`config.mk`:
```
export PLATFORM = sky130hd
export DESIGN_NAME = patmos_reset_ctrl
export DESIGN_NICKNAME = d
export VERILOG_FILES = /design/src/rtl/patmos_reset_ctrl.sv
export SDC_FILE = /design/constraint.sdc
export NUM_CORES = 1
export LEC_CHECK = 0
export BUFFER_PORTS_ARGS = -buffer_cell sky130_fd_sc_hd__buf_4
export CORE_MARGIN = 1.5
export CORE_UTILIZATION = 59
export DETAILED_ROUTE_END_ITERATION = 8
export GPL_ROUTABILITY_DRIVEN = 0
export PLACE_DENSITY = 0.78
export SLEW_MARGIN = 5
export SYNTH_ARGS = -nofsm -noshare
export SYNTH_HDL_FRONTEND = slang
export SYNTH_SLANG_ARGS = --single-unit
```
`constraint.sdc`:
```
create_clock -name clk -period 2.55 [get_ports clk]
set_clock_uncertainty 0.15 [all_clocks]
set_input_delay 0.51 -clock clk [delete_from_list [all_inputs] [get_ports clk]]
set_output_delay 0.51 -clock clk [all_outputs]
set_load 0.05 [all_outputs]
```
`src/rtl/patmos_reset_ctrl.sv`:
```
// rtl/patmos_reset_ctrl.sv - reset synchroniser, button debounce and reset stretcher for the Patmos core
//
// Purpose:
//   Produces the active-high core reset. The board reset and the reset button
//   are synchronised, the button is debounced, and every reset is held for at
//   least HOLD_CYCLES after its source clears. The last reset cause and a
//   saturating count of button resets are kept for software/LED debug.
//
// Ports:
//   clk            in   system clock
//   reset          in   asynchronous active-low board / power-on reset
//   btn_in         in   raw asynchronous reset button (polarity per BTN_ACTIVE_HIGH)
//   pll_locked     in   PLL lock, asynchronous, active-high (RESET_CTRL_LOCK_MON_EN only)
//   core_reset     out  active-high core reset, asserts async, deasserts sync
//   rst_cause      out  01 POR, 10 button, 11 lock loss
//   btn_reset_cnt  out  saturating count of button-initiated resets
//
// Optional feature macro: RESET_CTRL_LOCK_MON_EN (adds pll_locked monitoring).

module patmos_reset_ctrl #(
    parameter int SYNC_STAGES     = 2,
    parameter int DEBOUNCE_CYCLES = 16,
    parameter int HOLD_CYCLES     = 8,
    parameter bit BTN_ACTIVE_HIGH = 1'b1
) (
    input  logic       clk,
    input  logic       reset,
    input  logic       btn_in,
`ifdef RESET_CTRL_LOCK_MON_EN
    input  logic       pll_locked,
`endif
    output logic       core_reset,
    output logic [1:0] rst_cause,
    output logic [7:0] btn_reset_cnt
);

    typedef enum logic [1:0] {
        ST_HOLD  = 2'd0,
        ST_RUN   = 2'd1,
        ST_PRESS = 2'd2
    } state_e;

    localparam logic [1:0]  CAUSE_POR  = 2'b01;
    localparam logic [1:0]  CAUSE_BTN  = 2'b10;
    localparam logic [1:0]  CAUSE_LOCK = 2'b11;

    localparam logic [15:0] DB_MAX   = 16'(DEBOUNCE_CYCLES - 1);
    localparam logic [7:0]  HOLD_MAX = 8'(HOLD_CYCLES - 1);
    // The PRESS cycle in which the debounced button is already released counts
    // as the first hold cycle, so a button reset is stretched exactly like POR.
    localparam logic [7:0]  HOLD_ENTRY = (HOLD_CYCLES > 1) ? 8'd1 : 8'd0;

    // ------------------------------------------------------------------
    // Synchronisers
    // ------------------------------------------------------------------
    logic [SYNC_STAGES-1:0] rst_sync_q, rst_sync_d;
    logic [SYNC_STAGES-1:0] btn_sync_q, btn_sync_d;
    logic                   rst_n_s;
    logic                   btn_norm;
    logic                   btn_s;
    logic                   locked_s;
    logic                   lock_lost;

    assign btn_norm = BTN_ACTIVE_HIGH ? btn_in : ~btn_in;
    assign rst_n_s  = rst_sync_q[SYNC_STAGES-1];
    assign btn_s    = btn_sync_q[SYNC_STAGES-1];

    always_comb begin
        rst_sync_d = {rst_sync_q[SYNC_STAGES-2:0], 1'b1};
        btn_sync_d = {btn_sync_q[SYNC_STAGES-2:0], btn_norm};
    end

`ifdef RESET_CTRL_LOCK_MON_EN
    logic [SYNC_STAGES-1:0] lock_sync_q, lock_sync_d;
    logic                   lock_prev_q, lock_prev_d;

    assign locked_s  = lock_sync_q[SYNC_STAGES-1];
    // Only a falling edge counts as loss; lock never achieved is handled by
    // HOLD refusing to exit while unlocked.
    assign lock_lost = lock_prev_q & ~locked_s;

    always_comb begin
        lock_sync_d = {lock_sync_q[SYNC_STAGES-2:0], pll_locked};
        lock_prev_d = locked_s;
    end

    always_ff @(posedge clk or negedge reset) begin
        if (!reset) begin
            lock_sync_q <= '0;
            lock_prev_q <= 1'b0;
        end else begin
            lock_sync_q <= lock_sync_d;
            lock_prev_q <= lock_prev_d;
        end
    end
`else
    assign locked_s  = 1'b1;
    assign lock_lost = 1'b0;
`endif

    // ------------------------------------------------------------------
    // Button debounce
    // ------------------------------------------------------------------
    logic [15:0] db_cnt_q, db_cnt_d;
    logic        btn_db_q, btn_db_d;

    always_comb begin
        btn_db_d = btn_db_q;
        db_cnt_d = '0;
        if (!rst_n_s) begin
            btn_db_d = 1'b0;
            db_cnt_d = '0;
        end else if (btn_s != btn_db_q) begin
            if (db_cnt_q == DB_MAX) begin
                btn_db_d = ~btn_db_q;
            end else begin
                db_cnt_d = db_cnt_q + 16'd1;
            end
        end
    end

    // ------------------------------------------------------------------
    // Reset FSM
    // ------------------------------------------------------------------
    state_e      state_q, state_d;
    logic [7:0]  hold_cnt_q, hold_cnt_d;
    logic [1:0]  rst_cause_q, rst_cause_d;
    logic [7:0]  btn_reset_cnt_q, btn_reset_cnt_d;
    logic        core_reset_q, core_reset_d;

    always_comb begin
        state_d         = state_q;
        hold_cnt_d      = hold_cnt_q;
        rst_cause_d     = rst_cause_q;
        btn_reset_cnt_d = btn_reset_cnt_q;

        if (!rst_n_s) begin
            state_d         = ST_HOLD;
            hold_cnt_d      = '0;
            rst_cause_d     = CAUSE_POR;
            btn_reset_cnt_d = '0;
        end else begin
            unique case (state_q)
                ST_HOLD: begin
                    if (lock_lost) begin
                        hold_cnt_d  = '0;
                        rst_cause_d = CAUSE_LOCK;
                    end else if (btn_db_q) begin
                        state_d = ST_PRESS;
                    end else if (!locked_s) begin
                        // The hold time is measured from lock returning.
                        hold_cnt_d = '0;
                    end else if (hold_cnt_q == HOLD_MAX) begin
                        // A press still being debounced keeps us here, so a
                        // button held through power-on never releases the core.
                        if (!btn_s) begin
                            state_d = ST_RUN;
                        end
                    end else begin
                        hold_cnt_d = hold_cnt_q + 8'd1;
                    end
                end

                ST_RUN: begin
                    if (lock_lost) begin
                        state_d     = ST_HOLD;
                        hold_cnt_d  = '0;
                        rst_cause_d = CAUSE_LOCK;
                    end else if (btn_db_q) begin
                        state_d     = ST_PRESS;
                        rst_cause_d = CAUSE_BTN;
                        if (btn_reset_cnt_q != 8'hFF) begin
                            btn_reset_cnt_d = btn_reset_cnt_q + 8'd1;
                        end
                    end
                end

                ST_PRESS: begin
                    if (lock_lost) begin
                        state_d     = ST_HOLD;
                        hold_cnt_d  = '0;
                        rst_cause_d = CAUSE_LOCK;
                    end else if (!btn_db_q) begin
                        state_d    = ST_HOLD;
                        hold_cnt_d = HOLD_ENTRY;
                    end
                end

                default: begin
                    state_d    = ST_HOLD;
                    hold_cnt_d = '0;
                end
            endcase
        end

        // Registered from the next state so the output is glitch-free.
        core_reset_d = (state_d != ST_RUN);
    end

    always_ff @(posedge clk or negedge reset) begin
        if (!reset) begin
            rst_sync_q      <= '0;
            btn_sync_q      <= '0;
            db_cnt_q        <= '0;
            btn_db_q        <= 1'b0;
            state_q         <= ST_HOLD;
            hold_cnt_q      <= '0;
            rst_cause_q     <= CAUSE_POR;
            btn_reset_cnt_q <= '0;
            core_reset_q    <= 1'b1;
        end else begin
            rst_sync_q      <= rst_sync_d;
            btn_sync_q      <= btn_sync_d;
            db_cnt_q        <= db_cnt_d;
            btn_db_q        <= btn_db_d;
            state_q         <= state_d;
            hold_cnt_q      <= hold_cnt_d;
            rst_cause_q     <= rst_cause_d;
            btn_reset_cnt_q <= btn_reset_cnt_d;
            core_reset_q    <= core_reset_d;
        end
    end

    assign core_reset    = core_reset_q;
    assign rst_cause     = rst_cause_q;
    assign btn_reset_cnt = btn_reset_cnt_q;

endmodule
```
==> run summary <==
worst rel slew slack: 0.6381
fraction of the yosys area taken by sequential cells: 0.5253
Avg Inst Size Synth: 10.23 um^2
leading post-synthesis cells by cell area: dfrtp_1, nor2_1, xnor2_1
RSZ-0062 raised after global routing: no
final wirelength: 3.552 mm
fin crit period: 2038 ps
first-pass GRT wire length: 6.113 mm
total track usage: 0.2244
Async S/R FF share, synth: 1.000
post-layout worst setup margin: 511.7 ps
CTS root buffer: clkbuf_4
WL per Instance: 13.77 um
Setup CP Type: flip-flop to flip-flop
largest net degree at the start of global routing: 43
clock sinks: 42
maximum vdd drop: 0.3314 mV
top-count cell post-synth: dfrtp_1
DP Area: 2142 um^2
Detail Placement HPWL: 2.492 mm
Cells after Synth: 196
Port Buf Inserts: 13
post-cts sizing count: 0
die area: 3758 um^2
CP peak stage delay: 470 ps
Worst-path clk slew: 120 ps
Worst path slowest cell: o31ai_1
top-area cell type share of the netlist area: 0.4991
vias in the first global route: 1,417
Most used DFF post-synth: dfrtp_1
CP Buf/Inv Count: 0
fill count: 247
pre-CTS setup slack: 578.2 ps
yosys warns: 0
fmax: 490.6 MHz
Post-synth EDFFs: 0
Post-layout nets: 219
Post-route DRC: 0
final instance area: 2207 um^2
setup TNS: 0 ps
total CTS buffers: 5
worst slew pin tran: 538.2 ps
Critical Path AT: 2140 ps
Seq cells post-synth: 42
Die Y: 61.31 um
CP max FO: 6
DR vias: 1,530
final setup fails: 0
initial DRC count: 123
worst min path class: primary input to flip-flop
diode count: 0
Startpoint Class: flip-flop
hold-fix buffer count after cts: 1
Worst Hold Path Cells: 1
mapped cell area: 2006 um^2
Tcrit/Tclk final: 0.7993
drt first pass iters: 7
worst path required time: 2650 ps
Post-DRT Antenna Nets: 0
worst-skew pair later-pin latency: 360 ps
share of cells above drive strength 1: 0.1308
CP Capture Type: flip-flop
cells along the critical path: ha_1, nand2_1, nor3_2, o31ai_1, mux2_1
synth unique cells: 38
CTS tree: built
global route total overflow: 0
cell family with most CP delay: compound AO/OA/AOI/OAI gates
Max H-tree Level: 2
PD cells: 475.4 nW/um^2
Worst R2R Path Depth: 5
Vias/cell: 5.930
area delta synth->final: 10.04%
instance count on the critical path: 5
number of core rows: 20
count of final max-slew check failures: 0
status: finished clean
final hold vios: 0
Pleak: 0.9666 nW
Post-synth top cells: dfrtp_1, nor2_1, inv_1, xnor2_1, nand3_1
post-CTS setup buffer count: 0
largest area contributor in the netlist: dfrtp_1
core region area: 3153 um^2
Max Buffers Root-to-Sink: 2
Post-Syn Nets: 202
Initial Util: 0.6361
Die Wd: 61.31 um
maxcap violations: 0
initial antenna violation count: 0
# IOs: 14
## power breakdown
group / total, W / switching (W) / internal [W]
logic: 0.0000410 / 0.0000287 / 0.0000123
registers: 0.000683 / 0.00000856 / 0.000675
clock network: 0.000325 / 0.000217 / 0.000108
## path summary, 6_finish.rpt
kind	slack, ps	startpoint	to
setup / recovery	510	hold_cnt_q[0]$_DFFE_PN0P_	hold_cnt_q[1]$_DFFE_PN0P_
hold / removal	100	btn_in	btn_sync_q[0]$_DFF_PN0_
setup reg to reg	510	hold_cnt_q[0]$_DFFE_PN0P_	hold_cnt_q[1]$_DFFE_PN0P_
hold reg to reg	210	rst_sync_q[0]$_DFF_PN0_	rst_sync_q[1]$_DFF_PN0_
max in group asynchronous	1380	reset	rst_cause[0]$_DFFE_PN1P_
min in group asynchronous	500	reset	db_cnt_q[3]$_DFF_PN0_
## flip-flops by register name, indices dropped and copies added, names as in the netlist
signal	count
rst_sync_q	2
rst_cause	2
btn_reset_cnt	8
state_q	2
core_reset	1
btn_sync_q	2
db_cnt_q	16
btn_db_q	1
hold_cnt_q	8
## routing by layer
| layer | routed length (um) | global-route usage | up-vias |
|---|---|---|---|
| li1 | - | - | 731 |
| met1 | 1571 | 0.2790 | 755 |
| met2 | 1756 | 0.3678 | 36 |
| met3 | 169 | 0.07773 | 8 |
| met4 | 55 | 0.07453 | 0 |
| met5 | 0 | 0 | - |
## kinds of logic (layout without fill, tap and decap cells)
family | Yosys count | in the layout | synth area share
buffers and inverters | 17 | 35 | 0.03244
muxes | 5 | 5 | 0.02558
and+or+nand+nor | 84 | 84 | 0.2233
other | 1 | 1 | 0.001870
AOI/OAI and AO/OA | 26 | 26 | 0.09420
DFF | 42 | 42 | 0.5253
xor gates and xnor gates | 18 | 18 | 0.07860
adders and majority gates | 3 | 3 | 0.01872
## stage by stage
stage / hold slack (ps) / total power, W / instances / util
finish: 100.2 / 0.001049 / 258 / 0.7000
global route: 74.02 / 0.001094 / 258 / 0.7000
CTS: 84.29 / 0.001059 / 258 / 0.7000
detailed placement: 185.6 / 0.0007378 / 249 / 0.6794
global placement: 182.2 / 0.0007343 / 249 / 0.6794
floorplan: 64.41 / 0.0007147 / 196 / -
## area by class of cell
type / instances / area [um^2] / share of cell area
Clock buffer: 6 / 41.29 / 0.01871
Inverter: 13 / 48.80 / 0.02211
Timing Repair Buffer: 14 / 107.6 / 0.04875
Tap cell: 44 / 55.05 / 0.02494
Multi-Input combinational cell: 137 / 887.1 / 0.4019
Sequential cell: 42 / 1054 / 0.4773
Clock inverter: 2 / 13.76 / 0.006236
## cell usage in the layout, fill, tap and decap left out, drive strengths merged
cell type / instances
a211oi: 2
a21oi: 8
a31o: 1
a41o: 1
and3: 5
and3b: 1
and4: 1
buf: 13
clkbuf: 6
clkinv: 2
conb: 1
dfrtp: 40
dfstp: 2
dlygate4sd3: 1
ha: 3
inv: 13
mux2: 1
mux2i: 4
nand2: 6
nand2b: 2
nand3: 10
nand3b: 1
nand4: 9
nor2: 26
nor3: 7
nor3b: 1
nor4: 8
o211ai: 3
o21ai: 4
o2bb2ai: 1
o311ai: 1
o31ai: 5
or3: 3
or4: 4
xnor2: 11
xor2: 7
(Power assumes the default switching activity.)
